File: config.mk
export PLATFORM = sky130hd
export DESIGN_NAME = shadow_read_arbiter
export DESIGN_NICKNAME = d
export VERILOG_FILES = /design/src/rtl/shadow_read_arbiter.sv
export SDC_FILE = /design/constraint.sdc
export NUM_CORES = 1
export LEC_CHECK = 0
export CORE_ASPECT_RATIO = 1.5
export CORE_MARGIN = 1
export CORE_UTILIZATION = 35
export DETAILED_ROUTE_END_ITERATION = 12
export HOLD_SLACK_MARGIN = 0.15
export PLACE_DENSITY_LB_ADDON = 0.05
export SYNTH_ARGS = -nofsm -noshare
export SYNTH_HDL_FRONTEND = slang
export SYNTH_SLANG_ARGS = --single-unit
File: constraint.sdc
create_clock -name clk_logic -period 1.7 [get_ports clk_logic]
set_clock_uncertainty 0.15 [all_clocks]
set_input_delay 0.17 -clock clk_logic [delete_from_list [all_inputs] [get_ports clk_logic]]
set_output_delay 0.17 -clock clk_logic [all_outputs]
set_load 0.01 [all_outputs]
File: src/rtl/shadow_read_arbiter.sv
// Read-port arbiter for the BSRAM video shadow memory: fixed-priority video with a VGC starvation guard.
// Optional statistics ports are built in when SHADOW_ARB_STATS_EN is defined.
module shadow_read_arbiter #(
    parameter int unsigned READ_LATENCY = 1,
    parameter int unsigned MAX_WAIT     = 8
) (
    input  logic        clk_logic,
    input  logic        system_reset_n,
    input  logic        vgc_active_i,
    input  logic        video_req_i,
    input  logic [15:0] video_addr_i,
    output logic        video_gnt_o,
    output logic        video_valid_o,
    output logic [31:0] video_data_o,
    input  logic        vgc_req_i,
    input  logic [12:0] vgc_addr_i,
    output logic        vgc_gnt_o,
    output logic        vgc_valid_o,
    output logic [31:0] vgc_data_o,
    output logic        mem_rd_o,
    output logic        mem_vgc_sel_o,
    output logic [15:0] mem_addr_o,
    input  logic [31:0] mem_data_i
`ifdef SHADOW_ARB_STATS_EN
    ,
    input  logic        stat_clear_i,
    output logic [15:0] stat_video_grants_o,
    output logic [15:0] stat_vgc_grants_o,
    output logic [7:0]  stat_max_wait_o,
    output logic [15:0] stat_override_o
`endif
);

    localparam logic [7:0] MAX_W = 8'(MAX_WAIT);

    logic                    vgc_elig;
    logic                    override;
    logic                    video_gnt;
    logic                    vgc_gnt;
    logic [7:0]              wait_cnt;
    logic [READ_LATENCY-1:0] tag_v;
    logic [READ_LATENCY-1:0] tag_s;
    logic                    ret_video;
    logic                    ret_vgc;

    // Grants are suppressed while reset is held so every output reads 0 during reset.
    always_comb begin
        vgc_elig  = vgc_req_i && vgc_active_i;
        override  = (MAX_W != 8'd0) && (wait_cnt == MAX_W) && vgc_elig;
        video_gnt = 1'b0;
        vgc_gnt   = 1'b0;
        if (system_reset_n) begin
            if (override)
                vgc_gnt = 1'b1;
            else if (video_req_i)
                video_gnt = 1'b1;
            else if (vgc_elig)
                vgc_gnt = 1'b1;
        end
    end

    assign video_gnt_o = video_gnt;
    assign vgc_gnt_o   = vgc_gnt;
    assign ret_video   = tag_v[READ_LATENCY-1] && !tag_s[READ_LATENCY-1];
    assign ret_vgc     = tag_v[READ_LATENCY-1] &&  tag_s[READ_LATENCY-1];

    always_ff @(posedge clk_logic) begin
        if (!system_reset_n) begin
            wait_cnt      <= '0;
            mem_rd_o      <= 1'b0;
            mem_vgc_sel_o <= 1'b0;
            mem_addr_o    <= '0;
            tag_v         <= '0;
            tag_s         <= '0;
            video_valid_o <= 1'b0;
            video_data_o  <= '0;
            vgc_valid_o   <= 1'b0;
            vgc_data_o    <= '0;
        end else begin
            if (vgc_gnt || !vgc_elig)
                wait_cnt <= '0;
            else if (wait_cnt != MAX_W)
                wait_cnt <= wait_cnt + 8'd1;

            mem_rd_o <= video_gnt || vgc_gnt;
            if (video_gnt) begin
                mem_addr_o    <= video_addr_i;
                mem_vgc_sel_o <= 1'b0;
            end else if (vgc_gnt) begin
                mem_addr_o    <= {3'b000, vgc_addr_i};
                mem_vgc_sel_o <= 1'b1;
            end

            // Tag stage READ_LATENCY-1 lines up with the cycle mem_data_i is valid.
            tag_v[0] <= mem_rd_o;
            tag_s[0] <= mem_vgc_sel_o;
            for (int unsigned i = 1; i < READ_LATENCY; i++) begin
                tag_v[i] <= tag_v[i-1];
                tag_s[i] <= tag_s[i-1];
            end

            video_valid_o <= ret_video;
            vgc_valid_o   <= ret_vgc;
            if (ret_video)
                video_data_o <= mem_data_i;
            if (ret_vgc)
                vgc_data_o <= mem_data_i;
        end
    end

`ifdef SHADOW_ARB_STATS_EN
    always_ff @(posedge clk_logic) begin
        if (!system_reset_n || stat_clear_i) begin
            stat_video_grants_o <= '0;
            stat_vgc_grants_o   <= '0;
            stat_max_wait_o     <= '0;
            stat_override_o     <= '0;
        end else begin
            if (video_gnt && stat_video_grants_o != '1)
                stat_video_grants_o <= stat_video_grants_o + 16'd1;
            if (vgc_gnt && stat_vgc_grants_o != '1)
                stat_vgc_grants_o <= stat_vgc_grants_o + 16'd1;
            if (override && stat_override_o != '1)
                stat_override_o <= stat_override_o + 16'd1;
            if (wait_cnt > stat_max_wait_o)
                stat_max_wait_o <= wait_cnt;
        end
    end
`endif

endmodule
==> results.txt, run 1 <==
The clock tree synthesis step divided the H-tree into 3 levels. The terminus of the critical flop-to-flop path is mem_addr_o[2]$_SDFFE_PN0P_. The register clock-pin slew on the reported worst setup and hold paths is 60 ps.

The worst hold path terminates at video_data_o[28]$_SDFFE_PN0P_. The number of max-slew violations in the final report came out at 0. The floorplan step defined a core boundary enclosing between 10,000 and 15,000 sq um.

The number of antenna diodes is 0. The overall overflow remaining after global route is 0. The sequential share of the synthesized area is roughly half.

The first global-routing pass estimated about 16,000 um of wire. Setup slack on the critical path of the routed design comes to -533 ps. Relative to the synthesized area, the layout overhead comes to 64.3%. After legalization and detailed placement, the total HPWL measured ~7000 um. The worst reg-to-reg setup slack came out at -290 ps.

Including well taps, the total number of placed cells is a little over 700. The layout cell share with drive strength beyond 1 is roughly 14%. The async set-reset flop share out of synthesis is 0%.

The number of buffers created by CTS came out at 9. The clock power share is roughly 44%. TritonCTS built the clock tree. The multiplexer share of the synthesized area came out at 2.71%. The buffering stage count on the worst path with inverters included is 3. The final reports fail on setup timing. The share of the clock period used by the worst path is 131%.

The number of antenna violations at the first check in global routing was 0. Once the floorplan was initialized, standard cells occupied approximately 36% of the core. Net switching is 21.7% of the power. The synthesized design contains 94 register bits. The remaining number of nets flagged by the antenna check after routing came out at 0. In this design, the largest share of critical-path delay is due to simple AND/OR/NAND/NOR gates.

Max-cap violations in this run came to 0. The clock period minus final worst setup slack came out at about 2200 ps. The synthesized netlist occupies a cell area of 3690 sq um. For this run, the number of standard cells in the final layout without fillers is 726. After synthesis, the cell types taking the most area are dfxtp_1 (51%), a21boi_0 (15%), nand2_1 (14%). The total clock sinks came out at 94. The number of hold-slack violations in the final timing report came out at 0.

The post-place instance area is approximately 5500 sq um. The row count came out at 45. STA puts the critical path data required time at between 1000 and 1500 ps. The setup total negative slack came out at -5410 ps.

The maximum clock frequency came out at around 450 MHz. The worst hold path passes through 3 cells. The post-detailed-route wirelength per cell is 14.1 um. The synthesized netlist net count is 486. The number of nets in the finished design is between 600 and 700. The biggest area contributor in the post-synthesis netlist is dfxtp_1.

The first TritonRoute pass finished after 4 iterations. In this run, the number of DRC markers left after iteration 0 of detailed routing was 129. The height of the die came out at approximately 130 um. The total non-filler cell area in the finished layout is between 6000 and 7000 sq um. The net switching power of the design is around 1.1 mW.

The main flop type after synthesis is dfxtp_1. The worst setup path is captured at a primary output. The number of global-route vias before repair came out at about 3,400. The synthesized netlist devotes between 20% and 30% of its cell area to simple gates. Traced cell by cell, the critical path runs through inv_2 > ha_4 > or4b_4 > buf_6 > o21ai_4 > and3_4 > buf_6. The area enclosed by the die boundary came out at 11,000 sq um.

For the worst setup path, the data arrival time is between 1500 and 2000 ps. In this run the deepest clock path goes through 2 buffers. Setup violations remaining at the end of the flow were counted as 26. Setup repair after global routing could not meet its margin everywhere. The number of port buffers is ~150.

The count of filler cells inserted in the layout is 918. The number of unique standard cell types used by synthesis is 30. The total power divided by cell area came out at between 800 and 900 nW/um^2.

The combinational power share is between 10 and 15%. After synthesis, the most frequently instantiated cells are nand2_1 (136), dfxtp_1 (94), a21boi_0 (74). The startpoint of the tightest hold check path is system_reset_n. The tree is rooted in a clkbuf_16. The yosys synthesis warning count came out at 0.

The startpoint identified for the worst register-to-register timing path is wait_cnt[1]$_SDFFE_PP0P_. The via count came out at 3,381. The synthesized netlist devotes less than 1% of its cell area to adder and majority cells. The count of hold-fix buffers inserted at cts is 0. For this design, the slowest cell found on the critical path is or4b_4. The highest cell delay on the worst timing path is between 400 and 500 ps. The fraction of the mapped netlist area in compound gates came out at between 20% and 30%.

The maximum fanout encountered on the critical timing path is 2. The worst-case reg-to-reg path depth came out at 8. After Yosys synthesis, XOR and XNOR cells account for 1.43% of the synthesized area. The leakage power is 2.18 nW. In this run the worst hold path is classified as in2reg. The share of total power dissipated in sequential elements is 43.6%. The DRC violation count after routing is 0. Of the post-synthesis cell area, the dominant cell type holds roughly 51%. In the post-synthesis netlist, the cell with the most instances is nand2_1. The internal power came out at approximately 4.1 mW.

The routed wire length came out at 10,200 um. The flow ran to the end, but the final reports show violations. The final weighted congestion in routability-driven placement is roughly 0.75.

The synthesized instance count is roughly 420. The type of the worst setup path is reg2out. The latest clock arrival within the worst-skew pair came out at 330 ps. STA classifies the critical path startpoint as a flip-flop.

Measured against its own limit, the worst slew margin works out to between 70% and 80%. The dominant cell type by count on the critical path is buf_6. The number of flops mapped to enable cells by yosys came out at 0. The pin count of the biggest net entering global routing is 80.

Across the VDD grid, the largest voltage drop is between 500 and 600 uV. The top-level port count is between 150 and 200. After synthesis, the mean cell area works out to around 9 sq um. The dominant combinational cell family by area after synthesis is compound AO/OA/AOI/OAI gates. The overall die width came out at about 86 um. For the pin with the worst max-slew slack, the measured transition is about 370 ps. Global routing consumed, over all layers together, about a fifth of the routing resources. The via-per-instance ratio came out at between 4 and 5.
[how the worst max path moves through the flow]
stage                                  start           to  slack, ps  depth (start not counted)
floorplan           wait_cnt[0]$_SDFFE_PP0P_    vgc_gnt_o       -110                          6
global placement    wait_cnt[0]$_SDFFE_PP0P_  video_gnt_o       -490                          6
detailed placement  wait_cnt[0]$_SDFFE_PP0P_  video_gnt_o       -490                          6
CTS                 wait_cnt[0]$_SDFFE_PP0P_  video_gnt_o       -540                          6
global route        wait_cnt[1]$_SDFFE_PP0P_    vgc_gnt_o       -590                          7
finish              wait_cnt[1]$_SDFFE_PP0P_    vgc_gnt_o       -530                          7
[repair_timing]
action	4_1_cts	5_1_grt
gates resized for setup	31	16
setup endpoints to repair	27	27
setup buffers	5	1
pin swaps	16	8
cloned	0	0
[power groups by stage]
stage / clock network [mW] / registers (mW) / logic, mW
finish: 2.33 / 2.31 / 0.649
global route: 2.48 / 2.31 / 0.697
CTS: 2.39 / 2.31 / 0.637
detailed placement: 0 / 2.35 / 0.601
global placement: 0 / 2.35 / 0.595
floorplan: 0 / 2.38 / 0.196
[tightest hold or removal path: cells and delay by family]
family          cells  cell delay [ps]
buf+inv             2              330
compound gates      1              120
[placed cells by master (no fill, tap or decap), types with 3 or more instances in the layout]
| cell | netlist | final |
|---|---|---|
| buf_6 | 0 | 6 |
| a32oi_1 | 5 | 3 |
| nor2b_1 | 5 | 4 |
| clkdlybuf4s50_1 | 0 | 148 |
| nand2_1 | 136 | 134 |
| dfxtp_1 | 94 | 92 |
| nand3_1 | 8 | 7 |
| a21oi_2 | 0 | 3 |
| nor2_2 | 0 | 4 |
| o221a_4 | 0 | 7 |
| a21boi_1 | 0 | 3 |
| buf_4 | 1 | 20 |
| a21boi_0 | 74 | 71 |
| buf_12 | 0 | 4 |
| and2_1 | 6 | 5 |
| clkbuf_16 | 0 | 9 |
| mux2i_1 | 10 | 10 |
| xor2_1 | 5 | 5 |
| nor2_1 | 13 | 9 |
| bufinv_16 | 0 | 3 |
| and3_1 | 4 | 3 |
[final cells by class]
| cell class | instances | area (sq um) | share of cell area, % |
|---|---|---|---|
| multi-input combinational | 292 | 1840 | 30.3 |
| clock inverter | 5 | 106 | 1.76 |
| sequential | 94 | 1880 | 31.1 |
| clock buffer | 11 | 243 | 4.01 |
| inverter | 3 | 11.3 | 0.186 |
| tap | 141 | 176 | 2.91 |
| timing repair buffer | 180 | 1800 | 29.7 |
[flip-flops by register name, summed over array words and instances, names as in the netlist]
name / cells
vgc_valid_o: 1
mem_addr_o: 16
video_data_o: 32
wait_cnt: 8
vgc_data_o: 32
video_valid_o: 1
tag_v: 1
mem_vgc_sel_o: 1
mem_rd_o: 1
tag_s: 1
[per-stage QoR]
stage          setup WS, ps  utilization, %  power, mW  hold WS, ps
2_1_floorplan          -111               -       2.58          165
3_3_place_gp           -492            54.0       2.95          296
3_5_place_dp           -486            54.0       2.96          304
4_1_cts                -544            58.7       5.33          189
5_1_grt                -591            59.4       5.49          205
6_report               -533            59.4       5.28          187
[metal layers]
layer | global-route usage, % | vias to the layer above | part of all wire (%)
met3 | 4.38 | 11 | 5.4
met5 | 0 | - | 0
met1 | 20.4 | 1555 | 40
met2 | 35.8 | 101 | 53
li1 | - | 1714 | -
met4 | 8.04 | 0 | 1.3
[kinds of logic after synthesis]
| logic type | Yosys count |
|---|---|
| and+or+nand+nor | 178 |
| muxes | 10 |
| adders and majority gates | 2 |
| xor gates and xnor gates | 6 |
| AOI/OAI and AO/OA | 96 |
| buffers and inverters | 32 |
| DFF | 94 |
No activity file was read; power rests on OpenSTA's default activity.
==> inputs of run 2 (changes only) <==
Settings changed: CORE_MARGIN 1 to 4.
==> run 2 against run 1 <==
Effect of this change:
- the flow still finishes with violations (setup timing)
- first-iteration DRC count shrank 33%
- via count shrank 0.12%
- highest routed layer unchanged
- final cell count grew 0.28%
- sequential power is essentially flat
- clock power shrank 9.0%
==> results.txt, run 2 (synthesized netlist as in run 1, its figures left out) <==
For the worst-skew pair, the clock arrives at the later sink with an insertion delay of roughly 330 ps. The worst-case reg-to-reg path depth came out at 7. The first-pass GRT wire length is ~16,000 um.

The largest registers in the layout are vgc_data_o (32), video_data_o (32), mem_addr_o (16). The maximum fanout encountered on the critical timing path came out at 3. In this run the critical register-to-register path is captured at mem_addr_o[9]$_SDFFE_PN0P_.

The slack of the critical path is -468 ps. The overall overflow remaining after global route is 0. The maximum clock frequency is roughly 460 MHz. The min-delay analysis places its worst path in the category in2reg. Buffers inserted during clock tree synthesis total 9. The number of hold-slack violations in the final timing report is 0. The share of the clock period used by the worst path came out at 128%. TritonCTS built the clock tree. At the pin with the least slew margin, the transition time is around 300 ps.

The setup slack after placement is -486 ps. The startpoint identified for the worst hold timing path is video_addr_i[8]. Summing all multi-input logic gate instances after layout gives 1750 sq um. The number of antenna diodes came out at 0. The number of max-slew violations in the final report is 0. The register clock-pin slew on the reported worst setup and hold paths came out at around 60 ps. In this run the worst setup path terminates at video_gnt_o.

The total power divided by cell area is 854 nW/um^2. The top-level port count came out at around 150. The half-perimeter wire length after detailed placement came out at around 7800 um. The total non-filler cell area in the finished layout is 5910 sq um.

Setup repair after global routing could not meet its margin everywhere. STA classifies the critical path endpoint as a primary output. The number of iterations in the first detailed-routing pass is 4. For this configuration, the core starts out at a cell density of between 30% and 40%. For the worst setup path, the data arrival time is approximately 1900 ps.

In the layout the commonest cells are clkdlybuf4s50_1 (148), nand2_1 (135), dfxtp_1 (93), a21boi_0 (73), buf_4 (28). In the final design database the tool counted between 600 and 700 nets. The final hold slack is approximately 240 ps. The maximum resistive drop on vdd is 531 uV. The number of antenna violations at the first check in global routing is 0. The leakage power came out at 2.13 nW.

For flop-to-flop paths, the worst setup slack is -160 ps. The total of endpoints with negative setup slack in the final report is 27. The sequential cells in the finished layout cover a total of approximately 1900 sq um.

The clock period minus final worst setup slack came out at 2170 ps. The pin count of the biggest net entering global routing came out at 83. The post-place instance area is between 5000 and 6000 sq um.

In this run the remaining antenna-violating nets after routing total 0. STA classifies the critical path startpoint as a flip-flop. The routed wire length is about 11,000 um.

The via-per-instance ratio is approximately 4.6. The clock passes through at most 2 buffers. The run finished, with violations left. The violation count after the first detailed-route iteration came out at between 80 and 90. The post-detailed-route wirelength per cell came out at around 14 um.

The via count is 3,377. The required time reported for the critical path endpoint came out at around 1400 ps. The floorplan step set the die width to 91.8 um. The worst slew margin relative to its limit is around 80%.

The filler cells instantiated in the layout total about 1,000. The checks that failed: setup timing. CTS built an H-tree with a depth of 3. After detailed routing, the number of remaining DRC violations is 0. The row count came out at 45.

The startpoint identified for the worst register-to-register timing path is wait_cnt[0]$_SDFFE_PP0P_. The congestion estimate from routability-driven global placement came to approximately 0.8. The area enclosed by the die boundary is about 12,000 sq um. The cell sitting at the root of the clock tree is a clkbuf_16. The most common library cell in the layout ignoring fill and taps is clkdlybuf4s50_1. Max-cap violations in this run came to 0. The area growth from synthesis to layout is 60.3%. The type of the worst setup path is reg2out. Global routing consumed, over all layers together, ~17% of the routing resources. The number of global-route vias before repair is 3,295. The most critical setup path has its startpoint at wait_cnt[0]$_SDFFE_PP0P_. The number of port buffers came out at 151. In the final timing run, aggregate negative setup slack is -3520 ps. The height of the die is approximately 130 um. Cells with a size suffix above 1 make up 12.1% of the layout. The placeable core area is 10,200 sq um. The total clock sinks is between 90 and 100.
run 2: changes by cell type in the layout (fill, tap and decap cells not counted), sizes merged:
cell | previous run | this run
clkbuf | 11 | 10
clkinv | 1 | 3
buf | 32 | 33
bufinv | 3 | 2
dlygate4sd3 | 0 | 1
run 2: worst min-delay path by stage:
stage               slack [ps]                          end  depth (start not counted)
global placement           300             tag_v$_SDFF_PN0_                          1
CTS                        230  mem_addr_o[12]$_SDFFE_PN0P_                          3
floorplan                  160   vgc_data_o[0]$_SDFFE_PN0P_                          2
finish                     240   mem_addr_o[8]$_SDFFE_PN0P_                          3
detailed placement         310             tag_v$_SDFF_PN0_                          1
global route               240   mem_addr_o[8]$_SDFFE_PN0P_                          3
run 2: worst max-delay path, stage by stage (launching register included):
cell and delay (ps):
dfxtp_2 320, inv_2 40, ha_1 120, or4b_4 490
o31a_1 270, and2_4 160, buf_6 110
run 2: per-stage QoR:
| stage | total power [mW] | cells | utilization (%) |
|---|---|---|---|
| detailed placement | 2.95 | 708 | 53.9 |
| finish | 5.05 | 728 | 58.0 |
| global route | 5.25 | 728 | 58.0 |
| CTS | 5.10 | 726 | 57.5 |
| floorplan | 2.58 | 418 | - |
| global placement | 2.95 | 708 | 53.9 |
run 2: layout make-up:
cell class,count,area share (%)
Sequential cell,94,31.9
Timing Repair Buffer,182,29.9
Multi-Input combinational cell,292,29.7
Clock buffer,10,3.87
Tap cell,141,2.99
Clock inverter,6,1.46
Inverter,3,0.191
run 2: metal layers:
| metal | routed length, um | track usage (%) | share of wire [%] | vias up |
|---|---|---|---|---|
| li1 | - | - | - | 1718 |
| met1 | 4130 | 18.4 | 39 | 1525 |
| met2 | 5480 | 30.3 | 52 | 118 |
| met3 | 712 | 5.25 | 6.8 | 16 |
| met4 | 202 | 6.45 | 1.9 | 0 |
| met5 | 0 | 0 | 0 | - |
run 2: timing repair:
action	4_1_cts	5_1_grt
buffers inserted	1	2
endpoints found under the setup margin	27	27
pin swaps	1	3
endpoints found under the hold margin	7	0
hold buffers	1	0
resized for setup	18	7
run 2: power by group:
part	leakage (nW)	total (mW)	internal (mW)	switching, mW
combinational	1.21	0.620	0.371	0.249
clock	0.152	2.12	1.29	0.834
sequential	0.765	2.30	2.27	0.0352
